### src/rtl/frv_mem_port_arbiter.sv
// Shares one memory bus port between fetch (I) and load/store (D) with an in-order owner-ID FIFO.
// Define FRV_MEM_ARB_ROUND_ROBIN_EN for round-robin arbitration; default is fixed priority D over I.
module frv_mem_port_arbiter #(
    parameter int unsigned MAX_OUTSTANDING = 4
) (
    input  logic        g_clk,
    input  logic        g_resetn,

    input  logic        i_req,
    input  logic        i_wen,
    input  logic [3:0]  i_strb,
    input  logic [31:0] i_wdata,
    input  logic [31:0] i_addr,
    output logic        i_gnt,
    output logic        i_recv,
    input  logic        i_ack,
    output logic        i_error,
    output logic [31:0] i_rdata,

    input  logic        d_req,
    input  logic        d_wen,
    input  logic [3:0]  d_strb,
    input  logic [31:0] d_wdata,
    input  logic [31:0] d_addr,
    output logic        d_gnt,
    output logic        d_recv,
    input  logic        d_ack,
    output logic        d_error,
    output logic [31:0] d_rdata,

    output logic        m_req,
    output logic        m_wen,
    output logic [3:0]  m_strb,
    output logic [31:0] m_wdata,
    output logic [31:0] m_addr,
    input  logic        m_gnt,
    input  logic        m_recv,
    input  logic        m_error,
    input  logic [31:0] m_rdata,
    output logic        m_ack
);

    typedef enum logic {
        OWN_I = 1'b0,
        OWN_D = 1'b1
    } owner_e;

    localparam int unsigned PTR_W = (MAX_OUTSTANDING > 1) ? $clog2(MAX_OUTSTANDING) : 1;
    localparam int unsigned CNT_W = $clog2(MAX_OUTSTANDING + 1);

    owner_e             ids_q [MAX_OUTSTANDING];
    owner_e             ids_d [MAX_OUTSTANDING];
    logic [PTR_W-1:0]   wptr_q, wptr_d;
    logic [PTR_W-1:0]   rptr_q, rptr_d;
    logic [CNT_W-1:0]   cnt_q, cnt_d;
    logic               lock_q, lock_d;
    owner_e             lock_own_q, lock_own_d;

    owner_e             head;
    owner_e             arb;
    owner_e             sel;
    logic               fifo_empty;
    logic               fifo_full;
    logic               head_ack;
    logic               resp_ok;
    logic               pop;
    logic               push;
    logic               sel_req;

    function automatic logic [PTR_W-1:0] ptr_inc(input logic [PTR_W-1:0] p);
        return (p == PTR_W'(MAX_OUTSTANDING - 1)) ? '0 : p + PTR_W'(1);
    endfunction

`ifdef FRV_MEM_ARB_ROUND_ROBIN_EN
    owner_e rr_q, rr_d;

    always_comb begin
        rr_d = rr_q;
        if (push) rr_d = sel;
        if (d_req && i_req) arb = (rr_q == OWN_I) ? OWN_D : OWN_I;
        else                arb = d_req ? OWN_D : OWN_I;
    end

    always_ff @(posedge g_clk) begin
        if (!g_resetn) rr_q <= OWN_I;
        else           rr_q <= rr_d;
    end
`else
    always_comb begin
        arb = d_req ? OWN_D : OWN_I;
    end
`endif

    // Response side: route by FIFO head; nothing is routed while empty or in reset.
    always_comb begin
        head       = ids_q[rptr_q];
        fifo_empty = (cnt_q == '0);
        fifo_full  = (cnt_q == CNT_W'(MAX_OUTSTANDING));
        head_ack   = (head == OWN_D) ? d_ack : i_ack;
        resp_ok    = g_resetn && m_recv && !fifo_empty;
        m_ack      = g_resetn && !fifo_empty && head_ack;
        pop        = resp_ok && head_ack;

        i_recv     = resp_ok && (head == OWN_I);
        d_recv     = resp_ok && (head == OWN_D);
        i_error    = i_recv && m_error;
        d_error    = d_recv && m_error;
        i_rdata    = i_recv ? m_rdata : '0;
        d_rdata    = d_recv ? m_rdata : '0;
    end

    // Request side: a same-cycle pop frees a slot, so a full FIFO can still accept.
    always_comb begin
        sel     = lock_q ? lock_own_q : arb;
        sel_req = (sel == OWN_D) ? d_req : i_req;
        m_req   = g_resetn && sel_req && (!fifo_full || pop);
        push    = m_req && m_gnt;
        i_gnt   = push && (sel == OWN_I);
        d_gnt   = push && (sel == OWN_D);

        m_wen   = '0;
        m_strb  = '0;
        m_wdata = '0;
        m_addr  = '0;
        if (g_resetn) begin
            m_wen   = (sel == OWN_D) ? d_wen   : i_wen;
            m_strb  = (sel == OWN_D) ? d_strb  : i_strb;
            m_wdata = (sel == OWN_D) ? d_wdata : i_wdata;
            m_addr  = (sel == OWN_D) ? d_addr  : i_addr;
        end
    end

    always_comb begin
        ids_d      = ids_q;
        wptr_d     = wptr_q;
        rptr_d     = rptr_q;
        cnt_d      = cnt_q;
        lock_d     = lock_q;
        lock_own_d = lock_own_q;

        if (push) begin
            ids_d[wptr_q] = sel;
            wptr_d        = ptr_inc(wptr_q);
        end
        if (pop) rptr_d = ptr_inc(rptr_q);

        unique case ({push, pop})
            2'b10:   cnt_d = cnt_q + CNT_W'(1);
            2'b01:   cnt_d = cnt_q - CNT_W'(1);
            default: cnt_d = cnt_q;
        endcase

        if (push) begin
            lock_d = 1'b0;
        end else if (m_req) begin
            lock_d     = 1'b1;
            lock_own_d = sel;
        end
    end

    always_ff @(posedge g_clk) begin
        if (!g_resetn) begin
            for (int unsigned k = 0; k < MAX_OUTSTANDING; k++) ids_q[k] <= OWN_I;
            wptr_q     <= '0;
            rptr_q     <= '0;
            cnt_q      <= '0;
            lock_q     <= 1'b0;
            lock_own_q <= OWN_I;
        end else begin
            ids_q      <= ids_d;
            wptr_q     <= wptr_d;
            rptr_q     <= rptr_d;
            cnt_q      <= cnt_d;
            lock_q     <= lock_d;
            lock_own_q <= lock_own_d;
        end
    end

`ifndef SYNTHESIS
    resp_without_request: assert property (@(posedge g_clk) disable iff (!g_resetn)
        !(m_recv && fifo_empty));
`endif

endmodule

### config.mk
export PLATFORM = sky130hd
export DESIGN_NAME = frv_mem_port_arbiter
export DESIGN_NICKNAME = d
export VERILOG_FILES = /design/src/rtl/frv_mem_port_arbiter.sv
export SDC_FILE = /design/constraint.sdc
export NUM_CORES = 1
export LEC_CHECK = 0
export CORE_AREA = 2 2 125 127
export CTS_BUF_LIST = sky130_fd_sc_hd__clkbuf_8
export CTS_CLUSTER_SIZE = 40
export DETAILED_ROUTE_END_ITERATION = 8
export DIE_AREA = 0 0 127 129
export PLACE_DENSITY = 0.66
export SYNTH_ARGS = -nofsm -noshare
export SYNTH_HDL_FRONTEND = slang
export SYNTH_SLANG_ARGS = --single-unit
### constraint.sdc
create_clock -name g_clk -period 3.93 [get_ports g_clk]
set_input_delay 0.5895 -clock g_clk [delete_from_list [all_inputs] [get_ports g_clk]]
set_output_delay 0.5895 -clock g_clk [all_outputs]
set_load 0.1 [all_outputs]
**Yosys cells after proc, flatten, opt, wreduce, memory -nomap -nowiden**

Index checks and enable logic that the tools add are counted.

- Latch bits: 0
- Memories kept: 0
- Flip-flop bits (word level): 13
- Bits in writable memories: 0
- ROM bits: 0
- Output and inout bits: 141
- Logic and storage cells: 72

- Bitwise operators: 6
- Magnitude comparators: 3
- Shift operators: 0
- Muxes and demuxes: 23
- Div/mod/pow operators: 0
- Multipliers: 0
- Add/sub/neg operators: 4
- Equality and inequality tests: 5
- Reduce and logical (&&, ||, !) cells: 22

Operators with widths:

| cell | number |
|---|---|
| two-way mux 32 bit | 6 |
| logical AND 1 bit | 15 |
| two-way mux 1 bit | 9 |
| two-way mux 4 bit | 2 |
| equality test 2 bit, second input constant | 3 |
| greater-or-equal comparator 3 bit, second input constant | 2 |
| inverter 2 -> 3 bit | 2 |
| one-hot mux 3 bit (2 select lines) | 1 |
| adder 2 x 1 -> 2 bit, second input constant | 2 |
| bitwise mux 4 bit | 1 |
| two-way mux 2 bit | 2 |
| inverter 1 bit | 4 |
| adder 3 x 1 -> 3 bit, second input constant | 1 |
| equality test 3 bit, second input constant | 1 |
| logical NOT 3 bit | 1 |
| < comparator 3 x 1 -> 1 bit, second input constant | 1 |
| subtractor 3 x 1 -> 3 bit, second input constant | 1 |
| binary-select mux 1 bit (select 2 bit) | 1 |
| demux 1 bit (select 2 bit) | 1 |
| equality test 2 x 1 -> 1 bit, second input constant | 1 |
| logical NOT 1 bit | 2 |
| AND reduction 2 bit | 1 |
| nonzero test 2 bit | 1 |
| OR reduction 2 bit | 1 |
| logical OR 1 bit | 1 |

**Depth between registers and ports, before layout**

Gate-level depths: netlist of run 1.

- Depth in word-level cells: 11
- Gate-level depth with buffers: 12
- Depth with buffers taken out: 10

**Worst setup path before layout of run 1**

OpenSTA, ideal clock, no wires.

- Kind: register to output
- From: reg rptr_q[0]
- To: out i_rdata[22]
- Path buffers: 1
- Data arrival time: 3.094 ns
- Stages on the path, launching flop included: 5
- Slack: 0.246 ns
- Required time: 3.340 ns
- Path through: dfxtp_1 -> mux4_2 -> and2b_1 -> clkbuf_1 -> and2_1

- Word-level cells in the longest chain between the ends: 7

Ends and longest elaborated chain:

| element | RTL line | text |
|---|---|---|
| start, declared | 54 | `logic [PTR_W-1:0] rptr_q, rptr_d;` |
| start signal, assigned | 172 | `rptr_q <= rptr_d;` |
| inverter 2 -> 3 bit (implied by the code) | 96 | `head = ids_q[rptr_q];` |
| binary-select mux 1 bit (select 2 bit) | 96 |  |
| two-way mux 1 bit (implied by the code) (2 in a row) | 96 |  |
| inverter 1 bit | 104 | `i_recv = resp_ok && (head == OWN_I);` |
| logical AND 1 bit | 104 |  |
| via i_recv | 15 | `output logic i_recv,` |
| two-way mux 32 bit | 108 | `i_rdata = i_recv ? m_rdata : '0;` |
| end, declared | 18 | `output logic [31:0] i_rdata,` |

The timed path passes the listed nets, and every way through them passes these cells. The select of a mux whose other input is x is not followed.

**Final worst setup path of run 1**

- From: in d_req
- To: out d_gnt

- Word-level cells in the longest chain between the ends: 7

Ends and longest elaborated chain:

| element | RTL line | text |
|---|---|---|
| start, declared | 20 | `input logic d_req,` |
| two-way mux 1 bit | 90 | `arb = d_req ? OWN_D : OWN_I;` |
| two-way mux 1 bit | 114 | `sel = lock_q ? lock_own_q : arb;` |
| two-way mux 1 bit | 115 | `sel_req = (sel == OWN_D) ? d_req : i_req;` |
| logical AND 1 bit (2 in a row) | 116 | `m_req = g_resetn && sel_req && (!fifo_full \|\| pop);` |
| logical AND 1 bit | 117 | `push = m_req && m_gnt;` |
| logical AND 1 bit * | 119 | `d_gnt = push && (sel == OWN_D);` |
| end, declared | 25 | `output logic d_gnt,` |

Mark *: on every way between the ends. The rest lies on a longest branch, timed or not.

==> metrics.txt, run 1 <==
CTS root buffer=clkbuf_8; n_diodes=0; clk_lat worst skew=0.24 ns; Slew Viols, Final=0; Die Width=127 um; DRT iter0 DRCs=92; CTS Buf Count=3; fin crit share=81.6%; Placed Cells=875; #FFs+latches synth=13; Synth cell types=30; ANT nets after route=0; critical-path cell list=clkdlybuf4s50_1 > mux2i_1 > a211oi_1 > and2_1 > nand2_1 > nor2_1 > buf_12; sequential area share after synthesis=11.9%; FP Rows=45; pin count of the biggest net entering global routing=78; post-CTS setup buffers=0; Area after DPL=0.00697 mm^2; Power Density=207 mW/mm^2; Max IR drop VDD=122 uV; via count=3693; final core occ=46.8%; Worst Clk Skew=roughly 0.0027 ns; first-pass GRT wire length=approximately 20000 um; TritonRoute pass-1 iters=4; HPWL after detailed placement=10700 um; global route total overflow=0; clk slew on worst S/H paths=0.05 ns; DRC=0; leak pwr=2.99 nW; startpoint types=input port; r2r endpoint=cnt_q[2]; Setup-failing EPs final=0; clock buffer depth=2; status=complete, no violations; worst r2r src=rptr_q[0]; fill cell count=1400; Tot GR Track Use=14.7%; Mapped Area=about 0.0022 mm^2; CP arrival=2.62 ns; Die Y=129 um; count of final hold-check violations=0; worst hold path class=reg2reg; worst-case register-to-register setup slack=0.97 ns; Critical Path Source=d_req; final RePlAce weighted congestion=~0.78; Final Non-Filler Cells=879; Crit-path slowest cell=clkdlybuf4s50_1; Hold Slack=0.463 ns; end of the critical path=d_gnt; top-area cell type share of the netlist area=roughly a quarter; main area contributors after synthesis=nand2_1, a21oi_1, dfxtp_1; DRT Wirelength=12600 um; Worst Setup End Kind=primary output; f_max=0.312 GHz; worst r2r path cells=10; die area=around 0.016 mm^2; TritonCTS clock tree=built; Least-Margin Pin Slew=0.817 ns; number of I/O port buffers=around 320; Req. time, crit path=3.34 ns; Crit path largest cell delay=roughly 0.57 ns; htree depth=1; clock sink count=13; Layout area overhead=219%; Synth warnings=0; initial antenna violation count=0; initial core utilization=14.7%; final instance area=approximately 0.007 mm^2; CP Class=in2out; area leader, netlist=nand2_1; via-per-instance ratio=4.20; nets=878; post-synthesis net count=between 500 and 600; core area=0.0150 mm^2; setup TNS=0 ns; Max-Cap Viols=0; Gate Count Post-Synth=between 300 and 400; synthesized area per cell=5.56 um^2; hold buffers post-CTS=0; min Tclk post-route=between 3 and 4 ns; number of global-route vias before repair=3615; Max transition margin=45.5%; Routed WL per cell=around 14 um; unrepaired setup endpoints after global routing=no; cts repair resizes=0; CP Max Fanout=6; layout cells sized above 1=24.0%; IO Pins=320
## cell type report
| type | count | area [um^2] | area share, % |
|---|---|---|---|
| sequential | 13 | 260 | 3.71 |
| tap | 188 | 235 | 3.35 |
| clock buffer | 3 | 41.3 | 0.589 |
| clock inverter | 1 | 3.75 | 0.0535 |
| inverter | 7 | 26.3 | 0.375 |
| timing repair buffer | 328 | 4660 | 66.4 |
| multi-input combinational | 339 | 1790 | 25.5 |
## Yosys cell counts
cell type / number
and3_2: 5
buf_1: 3
mux4_2: 1
and2_2: 1
xor2_1: 2
clkinv_1: 1
and2b_1: 1
or3_1: 2
o211a_1: 1
clkbuf_1: 33
nor2_1: 10
a31oi_1: 1
nand2_1: 145
inv_1: 6
and2_1: 35
mux2_2: 1
mux2_4: 1
fa_1: 1
a21oi_1: 74
and2_4: 1
a21o_4: 1
a211oi_1: 1
or4_1: 1
o21ai_0: 3
a311oi_1: 1
dfxtp_1: 13
and3_1: 30
ha_1: 6
mux2i_1: 8
nand3_1: 6
## worst max-delay path, delay by kind of cell
family	cells	cell delay, ns
buffers and inverters	2	0.78
AND/OR/NAND/NOR	3	0.70
AO/OA/AOI/OAI	1	0.43
multiplexers	1	0.10
## worst min-delay path by stage
stage	start	endpoint	cells past startpoint
6_report	ids_q[0]	ids_q[0]	2
4_1_cts	ids_q[1]	ids_q[1]	2
5_1_grt	ids_q[0]	ids_q[0]	2
2_1_floorplan	ids_q[1]	ids_q[1]	2
3_5_place_dp	ids_q[3]	ids_q[3]	2
3_3_place_gp	ids_q[0]	ids_q[0]	2
## state kept, by name, indices dropped and copies added (netlist names)
register and flops:
cnt_q 3, lock_q 1, wptr_q 2, ids_q 4
lock_own_q 1, rptr_q 2
## per-layer routing
| metal | GRT usage (%) | routed length [um] | share of wire (%) |
|---|---|---|---|
| met2 | 26.7 | 6480 | 51 |
| met4 | 2.65 | 84 | 0.66 |
| met1 | 18.0 | 5020 | 40 |
| met3 | 3.53 | 1060 | 8.4 |
| met5 | 0 | 0 | 0 |
## cell families after synthesis
kind of cell | share of synthesized area, %
buffers and inverters | 7.35
xor gates and xnor gates | 0.798
and+or+nand+nor | 50.1
DFF | 11.9
AOI/OAI and AO/OA | 19.7
adders and majority gates | 4.33
muxes | 5.87
## through the flow
step,total power [mW],worst slack (ns)
detailed placement,1.35,0.751
finish,1.45,0.721
floorplan,0.803,0.246
global placement,1.34,0.821
global route,1.51,0.551
CTS,1.47,0.731
## cell usage in the layout, fill, tap and decap left out, types with 2 or more instances in the layout
cell type / count
nand2_1: 145
mux2i_1: 7
nand3_1: 6
buf_4: 10
and3_1: 30
and3_2: 5
clkdlybuf4s50_1: 178
buf_12: 140
xor2_1: 2
and2_1: 35
dfxtp_1: 13
clkbuf_8: 3
ha_1: 6
a21oi_1: 74
o21ai_0: 3
inv_1: 7
or3_1: 2
nor2_1: 10
## power by group
part / internal, mW / switching (mW) / total (mW)
clock: 0.0689 / 0.0471 / 0.116
combinational: 0.467 / 0.727 / 1.19
sequential: 0.137 / 0.00574 / 0.143
total: 0.673 / 0.780 / 1.45
Power figures use the tool's default switching activity.
==> run 2: changes to the inputs <==
==> constraint.sdc (replaced) <==
create_clock -name g_clk -period 3 [get_ports g_clk]
set_input_delay 0.45 -clock g_clk [delete_from_list [all_inputs] [get_ports g_clk]]
set_output_delay 0.45 -clock g_clk [all_outputs]
set_load 0.1 [all_outputs]
==> run 2 against run 1 <==
  * Final cell count rose by 0.34%
  * First-iteration DRC count increased by 7.6%
  * Count of clock-buffer cells in the layout did not move
  * Die area stayed put
  * Critical path depth grew 3
  * Clock skew up 0.0019 ns
  * Global-route usage shrank 0.062 points
  * Register-to-register slack lost 0.87 ns
  * Critical path type is now reg2reg
==> metrics.txt, run 2 (synthesis gave the netlist of run 1 again) <==
status=complete, no violations; r2r endpoint=cnt_q[2]; DRT Wirelength=12600 um (-0.69%); Sequential cell area=262 um^2 (+0.48%); worst r2r path cells=10 (unchanged); initial antenna violation count=0 (unchanged); Worst Setup End Kind=flop; final core occ=49.2% (+2.4 points); hold buffers post-CTS=0 (unchanged); worst-case register-to-register setup slack=0.1 ns (-0.87 ns); IO Pins=320 (unchanged); final instance area=0.00737 mm^2 (+5.1%); f_max=0.345 GHz; Worst Clk Skew=0.00459 ns (+0.00190 ns); TritonCTS clock tree=built; n_diodes=0 (unchanged); Die Y=129 um (unchanged); ANT nets after route=0 (unchanged); Max-Cap Viols=0 (unchanged); worst r2r src=rptr_q[0]; number of global-route vias before repair=3694 (+2.2%); CP arrival=3.06 ns (+0.44 ns); global route total overflow=0 (unchanged); HPWL after detailed placement=10500 um (-1.6%); FP Rows=45 (unchanged); fill cell count=1388 (-0.86%); post-CTS setup buffers=0 (unchanged); htree depth=1 (unchanged); fin crit share=96.7%; Power Density=269 mW/mm^2 (+30%); first-pass GRT wire length=19500 um (-0.39%); leak pwr=3.03 nW (+1.6%); count of final hold-check violations=0 (unchanged); Req. time, crit path=3.16 ns (-0.18 ns); clk slew on worst S/H paths=0.06 ns (about the same); startpoint types=flop; clock buffer depth=2 (unchanged); min Tclk post-route=~2.9 ns; Slew Viols, Final=0 (unchanged); depth of the worst hold-timing path=2 (unchanged); max reg flops=4 (unchanged); unrepaired setup endpoints after global routing=no; setup TNS=0 ns (unchanged); via count=3726 (+0.89%); initial core utilization=14.7% (unchanged); Routed WL per cell=14.2 um (-1.0%); DRC=0 (unchanged); nets=881 (+0.34%); leading cell types in the layout, fill and taps excluded=clkdlybuf4s50_1, nand2_1, buf_12, a21oi_2, and3_1; Max transition margin=65.9% (+20 points); most common cell after layout, fill and taps aside=clkdlybuf4s50_1; CP Class=reg2reg; pin count of the biggest net entering global routing=78 (unchanged); cts repair resizes=0 (unchanged); area of the multi-input gates=0.00206 mm^2 (+15%); CTS Buf Count=3 (unchanged); Max IR drop VDD=140 uV (+15%); DRT iter0 DRCs=99 (+7.6%); biggest regs=ids_q (4), cnt_q (3); worst hold path class=reg2reg; Worst Hold Path EP=ids_q[3]; TritonRoute pass-1 iters=4 (unchanged); layout cells sized above 1=35.7% (+12 points); number of I/O port buffers=319 (unchanged); Setup-failing EPs final=0 (unchanged); Layout area overhead=236%; Reg with most FFs=ids_q; core area=0.0150 mm^2 (unchanged); clk_lat worst skew=0.24 ns (about the same); Least-Margin Pin Slew=0.512 ns (-0.305 ns); CP Max Fanout=8 (+2); CTS root buffer=clkbuf_8; clock sink count=13 (unchanged); via-per-instance ratio=4.22 (+0.55%); Die Width=127 um (unchanged); Tot GR Track Use=14.7% (-0.062 points); worst hold path startpoint=ids_q[3]; final RePlAce weighted congestion=0.753 (-4.0%); Area after DPL=0.00732 mm^2 (+5.1%); die area=0.0164 mm^2 (unchanged)
[run 2: per-layer routing]
metal | vias up | global-route usage, % | wire [um]
li1 | 1896 | - | -
met1 | 1630 | 17.7 | 4990
met2 | 196 | 26.6 | 6380
met3 | 4 | 3.58 | 1080
met4 | 0 | 2.91 | 114
met5 | - | 0 | 0
[run 2: worst max-delay path, cell delays in order (launching register included)]
cell,delay [ns]
dfxtp_2,0.36
mux4_2,0.54
mux2_4,0.34
a21o_4,0.25
nand2_1,0.09
ha_2,0.19
inv_1,0.05
fa_1,0.36
xor2_1,0.16
or3_1,0.32
a21oi_1,0.16
[run 2: how the worst max path moves through the flow]
stage / from / to
3_3_place_gp: rptr_q[0] / cnt_q[2]
2_1_floorplan: g_resetn / d_gnt
4_1_cts: rptr_q[0] / cnt_q[2]
5_1_grt: rptr_q[0] / cnt_q[2]
3_5_place_dp: rptr_q[0] / cnt_q[2]
6_report: rptr_q[0] / cnt_q[2]
[run 2: stage by stage]
step	instances	setup slack [ns]	hold WS [ns]	total power, mW
5_1_grt	882	0.00407	0.485	2.06
3_5_place_dp	878	0.0945	0.457	1.85
6_report	882	0.0998	0.466	1.98
3_3_place_gp	878	0.182	0.450	1.84
2_1_floorplan	395	-0.363	0.435	1.11
4_1_cts	882	0.0730	0.468	2.00
[run 2: cell type report]
| class | instances | area share (%) |
|---|---|---|
| well taps | 188 | 3.19 |
| clock inverters | 1 | 0.0509 |
| multi-input cells | 339 | 27.9 |
| inverters | 7 | 0.390 |
| repair buffers | 331 | 64.3 |
| flip-flops and latches | 13 | 3.55 |
| clock buffers | 3 | 0.560 |
[run 2: where the power goes]
part	internal, mW	leakage [nW]	switching, mW
combinational	0.652	2.90	0.991
clock	0.0902	0.0269	0.0617
sequential	0.179	0.106	0.00743
total	0.922	3.03	1.06
